<file path="config.mk">
export PLATFORM = sky130hd
export DESIGN_NAME = adder_tree_arbiter
export DESIGN_NICKNAME = d
export VERILOG_FILES = /design/src/rtl/adder_tree_pkg.sv /design/src/rtl/adder_tree_arbiter_rr.sv /design/src/rtl/adder_tree_arbiter.sv
export SDC_FILE = /design/constraint.sdc
export NUM_CORES = 1
export LEC_CHECK = 0
export CORE_AREA = 5 5 578 580
export DETAILED_ROUTE_END_ITERATION = 8
export DIE_AREA = 0 0 583 585
export HOLD_SLACK_MARGIN = 0.05
export PLACE_DENSITY = 0.31
export SYNTH_ARGS = -nofsm -noshare
export SYNTH_HDL_FRONTEND = slang
export SYNTH_SLANG_ARGS = --single-unit
</file>
<file path="constraint.sdc">
create_clock -name clk -period 3.3 [get_ports clk]
set_input_delay 0.495 -clock clk [delete_from_list [all_inputs] [get_ports clk]]
set_output_delay 0.495 -clock clk [all_outputs]
set_load 0.05 [all_outputs]
</file>
<file path="src/rtl/adder_tree_pkg.sv">
// Shared defaults and sizing helpers for the adder tree and its arbiter.
// Provides operand count/width defaults, tree latency and ID width.
package adder_tree_pkg;

  localparam int NUM_DEF = 18;
  localparam int LEN_DEF = 16;

  // One register level per halving of the operand count.
  function automatic int tree_lat_f(input int n);
    return $clog2(n);
  endfunction

  function automatic int id_w_f(input int n);
    return (n > 1) ? $clog2(n) : 1;
  endfunction

endpackage

</file>
<file path="src/rtl/adder_tree_arbiter_rr.sv">
// Round-robin one-hot grant: scans req from ptr upward, wrapping mod N.
// in: en, req[N], ptr; out: grant[N] (one-hot), gidx, any.
module rr_arbiter
  import adder_tree_pkg::*;
#(
  parameter  int N  = 4,
  localparam int IW = id_w_f(N)
) (
  input  logic          en,
  input  logic [N-1:0]  req,
  input  logic [IW-1:0] ptr,
  output logic [N-1:0]  grant,
  output logic [IW-1:0] gidx,
  output logic          any
);

  int idx;

  always_comb begin
    grant = '0;
    gidx  = '0;
    any   = 1'b0;
    idx   = 0;
    for (int i = 0; i < N; i++) begin
      idx = int'(ptr) + i;
      if (idx >= N)
        idx = idx - N;
      if (en && !any && req[idx]) begin
        any        = 1'b1;
        grant[idx] = 1'b1;
        gidx       = IW'(idx);
      end
    end
  end

endmodule

</file>
<file path="src/rtl/adder_tree_arbiter.sv">
// Shares one pipelined adder tree among NREQ requesters, tagging sums with IDs.
// in: en, req_valid/req_data, tree_sum; out: req_ready, tree_in, res_*, busy.
module adder_tree_arbiter
  import adder_tree_pkg::*;
#(
  parameter  int NUM      = NUM_DEF,
  parameter  int LEN      = LEN_DEF,
  parameter  int NREQ     = 4,
  parameter  int TREE_LAT = tree_lat_f(NUM_DEF),
  localparam int ID_W     = id_w_f(NREQ)
) (
  input  logic                    clk,
  input  logic                    rst_n,
  input  logic                    en,
  input  logic [NREQ-1:0]         req_valid,
  input  logic [NREQ*NUM*LEN-1:0] req_data,
  output logic [NREQ-1:0]         req_ready,
  output logic [NUM*LEN-1:0]      tree_in,
  input  logic [LEN-1:0]          tree_sum,
  output logic                    res_valid,
  output logic [ID_W-1:0]         res_id,
  output logic [LEN-1:0]          res_sum,
  output logic                    busy
);

  localparam int VW = NUM * LEN;

  logic [ID_W-1:0] ptr;
  logic [ID_W-1:0] ptr_nxt;
  logic [ID_W-1:0] gidx;
  logic            acc;

  rr_arbiter #(.N(NREQ)) u_arb (
    .en    (en),
    .req   (req_valid),
    .ptr   (ptr),
    .grant (req_ready),
    .gidx  (gidx),
    .any   (acc)
  );

  always_comb begin
    ptr_nxt = '0;
    if (int'(gidx) != NREQ - 1)
      ptr_nxt = gidx + 1'b1;
  end

  always_ff @(posedge clk or negedge rst_n) begin
    if (!rst_n) begin
      ptr     <= '0;
      tree_in <= '0;
    end else if (acc) begin
      ptr     <= ptr_nxt;
      tree_in <= req_data[int'(gidx)*VW +: VW];
    end
  end

  // Entry 0 lines up with tree_in; entry TREE_LAT lines up
  // with the matching tree_sum, so it is the last stage.
  logic [TREE_LAT:0] tv;
  logic [ID_W-1:0]   tid [TREE_LAT+1];

  always_ff @(posedge clk or negedge rst_n) begin
    if (!rst_n) begin
      tv <= '0;
      for (int i = 0; i <= TREE_LAT; i++)
        tid[i] <= '0;
    end else begin
      tv[0] <= acc;
      if (acc)
        tid[0] <= gidx;
      for (int i = 1; i <= TREE_LAT; i++) begin
        tv[i]  <= tv[i-1];
        tid[i] <= tid[i-1];
      end
    end
  end

  always_ff @(posedge clk or negedge rst_n) begin
    if (!rst_n) begin
      res_valid <= 1'b0;
      res_id    <= '0;
      res_sum   <= '0;
    end else begin
      res_valid <= tv[TREE_LAT];
      if (tv[TREE_LAT]) begin
        res_id  <= tid[TREE_LAT];
        res_sum <= tree_sum;
      end
    end
  end

  assign busy = (|tv) | res_valid;

endmodule

</file>
Word level (Yosys, flattened, before mapping)
Cells that the tools add are included.
- multiply operators: 1
- reduce and logical (&&, ||, !) cells: 15
- $lt $le $gt $ge: 12
- mux-type cells: 37
- shift-type cells: 1
- add/sub/neg operators: 8
- eq/ne operators: 1
- bitwise gates (word level): 4
- operators by type and width (operator ; count):
    variable part select 1152 x 12 -> 288 bit ; 1
    >= comparator 32 x 1 -> 1 bit (second input constant) ; 4
    less-than comparator 32 x 4 -> 1 bit (second input constant) ; 4
    two-way mux 32 bit ; 4
    >= comparator 32 x 4 -> 1 bit (second input constant) ; 3
    subtractor 32 x 4 -> 32 bit (second input constant) ; 3
    two-way mux 1 bit ; 16
    two-way mux 4 bit ; 4
    bitwise OR 4 bit ; 3
    logical AND 1 bit ; 11
    two-way mux 2 bit ; 5
    binary-select mux 1 bit (select 2 bit) ; 4
    demux 1 bit (select 2 bit) ; 4
    adder 2 x 2 -> 3 bit (second input constant) ; 2
    multiplier 2 x 4 -> 6 bit (second input constant) ; 1
    OR reduction 6 bit ; 1
    subtractor 2 x 3 -> 4 bit (second input constant) ; 1
    adder 2 x 1 -> 3 bit (second input constant) ; 1
    >= comparator 2 x 3 -> 1 bit (second input constant) ; 1
    zero test 1 bit ; 3
    adder 2 x 1 -> 2 bit (second input constant) ; 1
    != test 2 x 1 -> 1 bit (second input constant) ; 1
    bitwise OR 1 bit ; 1
- bits in registers: 327

Logic depth before layout (Yosys ltp)
- word-level depth: 21
- depth in mapped cells: 13
- mapped depth without buffers: 9

By module
A second synthesis with hierarchy kept.
- cells, all modules: 1738
- area, all modules: 20229.4 sq um
- by module, submodules not included (module ; cells each ; area an instance (sq um) ; times used):
    adder_tree_arbiter ; 1671 ; 19685.1 ; 1
    rr_arbiter ; 67 ; 544.3 ; 1

Worst setup path after synthesis
OpenSTA, ideal clock, no wires.
- kind: register to register
- from: register ptr[0]
- to: register tree_in[141]
- arrival: 2765 ps
- required time: 3157 ps
- slack: 392 ps
- stages on the path, launching flop included: 13
- clock period less this slack: 2908 ps
- cells stage by stage: dfrtp_1 -> buf_6 -> inv_1 -> ha_1 -> mux4_2 -> nor2b_1 -> o21ai_2 -> nand2_1 -> buf_4 -> buf_4 -> buf_2 -> a211oi_1 -> o31ai_2
- longest elaborated chain between the ends: 21
- elaborated cells on any way between the ends: 47
- ends and longest elaborated chain (what ; line ; RTL):
    start: declaration ; adder_tree_arbiter.sv:28 ; logic [ID_W-1:0] ptr;
    start signal: assignment ; adder_tree_arbiter.sv:53 ; ptr <= ptr_nxt;
    branches (longest 21 deep; another with subtractor 32 x 4 -> 32 bit) ; n/a ;
    end signal: assignment ; adder_tree_arbiter.sv:54 ; tree_in <= req_data[int'(gidx)*VW +: VW];
    end: declaration ; adder_tree_arbiter.sv:18 ; output logic [NUM*LEN-1:0] tree_in,
Parallel ways; which one is timed is not known. The select of a mux whose other input is x is not followed.
A chain may end at the register's enable or synchronous reset.

Worst setup path after layout
- from: register ptr[0]
- to: register tree_in[275]
The elaborated chain is that of the path after synthesis.

==> results.cfg <==
[global_route]
grt_pass1_wl_um = 316000
grt.met1_usage = 0.1652
grt_pass1_vias = 27250
grt_max_degree = 68
grt_overflow_total = 0
grt_usage = 0.1419
grtUsageMet3 = 0.06749
grt_use_met2 = 0.2386
grt_antenna_before_repair = 166
top_usage_layer = met2

[synth]
seq_area_frac_synth = 0.3763
synth_enable_flop_cells = 0
synth-seq-cells = 327
yosys_warnings = 0
yosysTopAreaCell = dfrtp_1
syn_area_per_cell_um2 = 10.30
netlist-cell-type-count = 40
synth_cells = 2112
synth_top_area_share = 0.3763
synthesis.nets = 3295
synth_flop_cell = dfrtp_1
ys_async_sr_fraction = 1.000
syn_area_um2 = 21740
synth_area_leaders = dfrtp_1 38%, mux2i_1 13%, a211oi_2 9.3%

[place]
hpwl_um = 226200
gp_congestion = 0.8733
place_area_um2 = 43630
port_buffers = 1486

[setup_path]
path_class = flop to flop
critPathRequiredTime_ps = 3830
cp_max_fo = 18
critPathLaunch = ptr[0]$_DFFE_PN0P_
start_kind = flop
r2r-end = tree_in[275]$_DFFE_PN0P_
r2r-start = ptr[0]$_DFFE_PN0P_
end_kind = flop
worstRegToRegCells = 12
endpoint = tree_in[275]$_DFFE_PN0P_
arrival_ps = 3820
r2r_slack_ps = 10

[run_status]
status = finished clean

[cells_and_area]
final_util = 0.1388
n_fill_cell = 37310
multiInputGateArea_um2 = 12400
drive_above_1_share = 0.1854
regArea_um2 = 8183
area_growth_pct = 109.8
layout.nets = 4860
design_area_um2 = 45620

[sta]
worst_pin_slew_ps = 1001
period_needed_ps = 3288
rsz0062_at_grt = true
fmax_mhz = 304.1
timing.final.crit_share = 0.9964
timing.setup.tns_ps = 0
skew_ps = 34.61
hold_violations = 0
setup-violations-final = 0
slew_headroom = 0.3309
hold_slack_ps = 349.4
slew_violations = 0

[clocking]
cts.path.max_buffers = 3
cts_max_level = 2
cts_root_buffer = clkbuf_16
cts_buffers = 52
cts_num_sinks = 327
clk_latency_ps = 690
clkTransAtPathRegs_ps = 60
tritoncts = built

[pwr]
ir_worst_vdd_uv = 371.0
power_w = 0.04598
p_leak_nw = 16.73
power_density_nw_per_um2 = 1008

[drt]
drtPass1Iterations = 5
vias = 25890
routedWlPerCell_um = 31.38
drt_iter0_drc = 1561
antenna_left = 0
via_per_inst = 3.187
drc = 0
wirelength_um = 254900

[flow_run]
maxCapViolations = 0

[floorplanning]
die_area_um2 = 341100
die_w_um = 583
num_rows = 211
core-area_um2 = 328700
die_height_um = 585
initial_core_util = 0.06615
io_pins = 1487

[hold_path]
min_path_type = flop to flop
==> cells in the mapped netlist (2+ instances only) <==
library cell,count
mux4_2,3
clkbuf_4,2
nand3_1,3
buf_4,22
o31ai_1,62
o31ai_2,88
nand2b_1,2
nand2_1,304
buf_2,92
buf_6,19
a222oi_1,4
clkbuf_1,110
mux2_2,22
o21ai_0,2
and3_1,302
nor2_1,3
o221ai_1,137
a211oi_1,138
inv_1,6
mux2i_1,276
dfrtp_1,327
and2_1,2
ha_1,8
a211oi_2,162
==> cells by family after synthesis <==
kind of cell	count (synthesis)	synth area share
AOI/OAI and AO/OA	602	0.2741
xor gates and xnor gates	1	0.0004029
adders and majority gates	8	0.004604
buffers and inverters	252	0.05950
DFF	327	0.3763
muxes	301	0.1416
and+or+nand+nor	621	0.1435
==> metal layers <==
metal / part of all wire / routed length (µm) / up-vias
met5: 0.0029 / 728 / -
met4: 0.019 / 4807 / 110
met3: 0.11 / 28640 / 329
met2: 0.47 / 120400 / 1368
met1: 0.39 / 100300 / 12710
li1: - / - / 11370
==> state kept, by name, indices dropped and copies added, names as in the netlist <==
signal,flops
ptr,2
tid,12
tree_in,288
res_valid,1
res_id,2
tv,6
res_sum,16
==> repair_timing <==
| item | 4_1_cts | 5_1_grt |
|---|---|---|
| endpoints found under the hold margin | 45 | 0 |
| hold buffers | 1 | 0 |
| endpoints found under the setup margin | 17 | 13 |
| buffers inserted | 4 | 2 |
| pin swaps | 6 | 7 |
| gates resized for setup | 12 | 10 |
==> stage by stage <==
stage	setup slack (ps)	cells
finish	11.76	8122
floorplan	391.7	2112
detailed placement	-366.2	7982
CTS	-2.836	8080
global route	-83.68	8104
global placement	-351.1	7982
==> cells in the final DEF, fill, tap and decap left out, types with 62 or more instances in the layout <==
master and n:
dfrtp_1 327, a211oi_1 138, a211oi_2 162, and3_1 301
o221ai_1 137, buf_12 70, o31ai_1 62, o31ai_2 88
mux2i_1 268, nand2_1 301, clkdlybuf4s50_1 1450, buf_4 226
==> worst min-delay path by stage <==
stage / from / endpoint / slack [ps] / depth (start not counted)
final: tid[3]$_DFF_PN0_ / tid[1]$_DFF_PN0_ / 350 / 0
after detailed placement: tid[3]$_DFF_PN0_ / tid[1]$_DFF_PN0_ / 340 / 0
after global routing: tid[6]$_DFF_PN0_ / tid[4]$_DFF_PN0_ / 360 / 0
after CTS: rst_n / tree_in[133]$_DFFE_PN0P_ / 320 / 2
after global placement: tid[3]$_DFF_PN0_ / tid[1]$_DFF_PN0_ / 340 / 0
after floorplan: rst_n / ptr[0]$_DFFE_PN0P_ / 200 / 0
==> power by group <==
| part | switching, W | internal [W] | leakage, nW |
|---|---|---|---|
| sequential | 0.00186 | 0.00603 | 3.95 |
| clock | 0.00242 | 0.00355 | 0.864 |
| combinational | 0.0206 | 0.0115 | 11.9 |
| total | 0.0249 | 0.0211 | 16.7 |
==> critical path, cell delays in order, from the launching register on <==
cell and delay (ps):
dfrtp_1 370, inv_2 70, ha_4 300, mux4_2 520
nor2b_1 180, o21ai_4 190, buf_12 130, nand2_4 80
buf_12 180, buf_12 260, buf_12 170, mux2i_2 370
o221ai_1 200
==> layout make-up <==
type                            instances  share of cell area
Clock inverter                         18            0.005239
Sequential cell                       327              0.1794
Multi-Input combinational cell       1533              0.2718
Clock buffer                           75             0.03327
Antenna cell                           40            0.002194
Timing Repair Buffer                 1757              0.3879
Inverter                                6           0.0004937
Tap cell                             4366              0.1197
(Power assumes the default switching activity.)
==> patch (config.mk and constraints unchanged) <==
Change the package constant `NUM_DEF` from 18 to 9.
--- a/src/rtl/adder_tree_pkg.sv
+++ b/src/rtl/adder_tree_pkg.sv
@@ -2,7 +2,7 @@
 // Provides operand count/width defaults, tree latency and ID width.
 package adder_tree_pkg;
 
-  localparam int NUM_DEF = 18;
+  localparam int NUM_DEF = 9;
   localparam int LEN_DEF = 16;
 
   // One register level per halving of the operand count.
Ports: changed (resized req_data and tree_in); port bits go from 1487 to 767. No check against the original RTL was run, so the function may have changed too.
==> patch against the unedited design <==
Wire length fell by 53%; utilization fell by 5.9 points; combinational power fell by 50%; register-to-register slack improved by 120 ps; cell area fell by 42%; power fell by 49%; sequential cell count fell by 147; synthesized area fell by 45%; worst setup slack improved by 96 ps.
==> patch: results (changes against the unedited design) <==
- Run status: complete, no violations
- Yosys warning count: 0 (unchanged)
- Vias in the first global route: 14370 (-47%)
- Met1 usage: 0.07292 (-0.09228)
- Inst Count DP: 6217 (-22%)
- Clock Tree Buf Depth: 3 (unchanged)
- Nets@finish: 2487 (-49%)
- Dominant cells by area after synthesis: dfrtp_1, o211ai_1, mux2i_1
- Min-Delay Endpoint: tid[5]
- Data arrival, critical path: 2700 ps (-1120 ps)
- Gate Count Post-Synth: 1117 (-47%)
- Tot GR Track Use: 0.06660 (-0.07534)
- Biggest regs: tree_in: 144 flops, res_sum: 16 flops, tid: 10 flops
- Post-Syn Nets: 1724 (-48%)
- I/O Buffers: 766 (-48%)
- Wire per inst: 18.98 um (-40%)
- Clk slew on worst S/H paths: 100 ps (+40 ps)
- Met3 GRT Util: 0.02941 (-0.03808)
- R2r worst-path depth: 10 (-2)
- Reg2reg end: tree_in[126]
- Hold path depth: 0 (unchanged)
- DR iter-0 viols: 508 (-67%)
- Filler cells: 38160 (+2.3%)
- Seq/Total Area, Yosys: 0.3791 (+0.002809)
- Worst skew pair latency: 570 ps (-120 ps)
- Max VDD drop: 0.3052 mV (-18%)
- CTS root buffer: clkbuf_16
- Via-to-Cell Ratio: 2.189 (-31%)
- Final wirelength: 118900 um (-53%)
- Met2 usage: 0.1195 (-0.1191)
- Initial antenna violation count: 46 (-72%)
- Detailed placement HPWL: 100100 um (-56%)
- Reg2Reg Setup Slack: 130 ps (+120 ps)
- Post-DP Area: 25430 um^2 (-42%)
- Synth top cells by count: o211ai_1, dfrtp_1, mux2i_1
- Slew @ Worst Pin: 957.2 ps (-43.29 ps)
- First drt pass iteration count: 4 (-1)
- Worst hold slack: 357.8 ps (+8.480 ps)
- Number of H-tree levels: 4 (+2)
- Gr busiest metal: met2
- First-pass GRT wire length: 150500 um (-52%)
- Largest net degree at the start of global routing: 112 (+65%)
- TritonCTS buffer count: 21 (-60%)
- Post-Route Skew: 29.82 ps (-4.790 ps)
- P_leak: 8.324 nW (-50%)
- Min-delay src: tid[7]
- Share of cells above drive strength 1: 0.1318 (-0.05360)
- CP max FO: 5 (-13)
- Netlist cell types: 35 (-13%)
- Final RePlAce weighted congestion: 0.7509 (-14%)
- Worst min path class: reg -> reg
-- patch: changes by cell type in the layout (fill, tap and decap cells not counted), sizes merged, moves of 144 or more --
cell,unedited run,this run
a32oi,1,145
clkdlybuf4s50,1450,694
dfrtp,327,180
a211oi,300,1
o211ai,1,288
nand2,304,7
o31ai,150,0
and3,302,0
-- patch: worst max-delay path, stage by stage, from the launching register on --
cell and delay (ps):
dfrtp_1 400, buf_6 150, mux4_2 540, buf_6 150, a2111oi_4 400, a22oi_1 120
o21ai_1 150, clkbuf_16 200
-- patch: what timing repair did --
item,4_1_cts,5_1_grt
setup buffers,2,3
resized for setup,12,7
hold buffers,1,0
setup endpoints to repair,9,12
endpoints found under the hold margin,42,0
pin swaps,1,0
-- patch: stage by stage --
step,util,setup WS (ps)
2_1_floorplan,-,34.90
3_3_place_gp,0.07736,-425.9
3_5_place_dp,0.07736,-415.7
4_1_cts,0.07972,5.819
5_1_grt,0.07992,-64.39
6_report,0.07998,107.3
-- patch: cells by family after synthesis --
group           Yosys count  share of synthesized area
flops                   180                     0.3791
fa+ha+maj                 8                   0.008426
xor+xnor                  1                  0.0007374
buf+inv                 136                    0.05582
simple gates             21                    0.01022
mux                     170                     0.1486
compound gates          601                     0.3971
-- patch: report_power, final --
group | leakage, nW | switching, mW | internal (mW)
combinational | 5.97 | 10.0 | 5.91
sequential | 2.00 | 1.18 | 3.22
clock | 0.351 | 1.41 | 1.53
total | 8.32 | 12.6 | 10.7
-- patch: area by class of cell --
class,count,area [um^2],area share
Inverter,6,30.03,0.001142
Clock inverter,10,180.2,0.006854
Multi-Input combinational cell,801,6788,0.2582
Tap cell,4366,5463,0.2078
Antenna cell,12,30.03,0.001142
Sequential cell,180,4504,0.1713
Clock buffer,22,539.3,0.02051
Timing Repair Buffer,870,8753,0.3330
-- patch: worst max-delay path by stage --
| stage | from | endpoint | slack (ps) | cells after the start |
|---|---|---|---|---|
| finish | ptr[0] | req_ready[1] | 110 | 7 |
| global route | ptr[0] | req_ready[1] | -60 | 7 |
| CTS | ptr[0] | req_ready[1] | 6 | 7 |
| detailed placement | req_valid[0] | tree_in[143] | -420 | 11 |
| global placement | req_valid[0] | tree_in[143] | -430 | 11 |
| floorplan | ptr[1] | req_ready[0] | 30 | 8 |
-- patch: metal layers --
layer | part of all wire | vias up
li1 | - | 6239
met1 | 0.38 | 6812
met2 | 0.50 | 561
met3 | 0.098 | 100
met4 | 0.016 | 6
met5 | 0.00029 | -
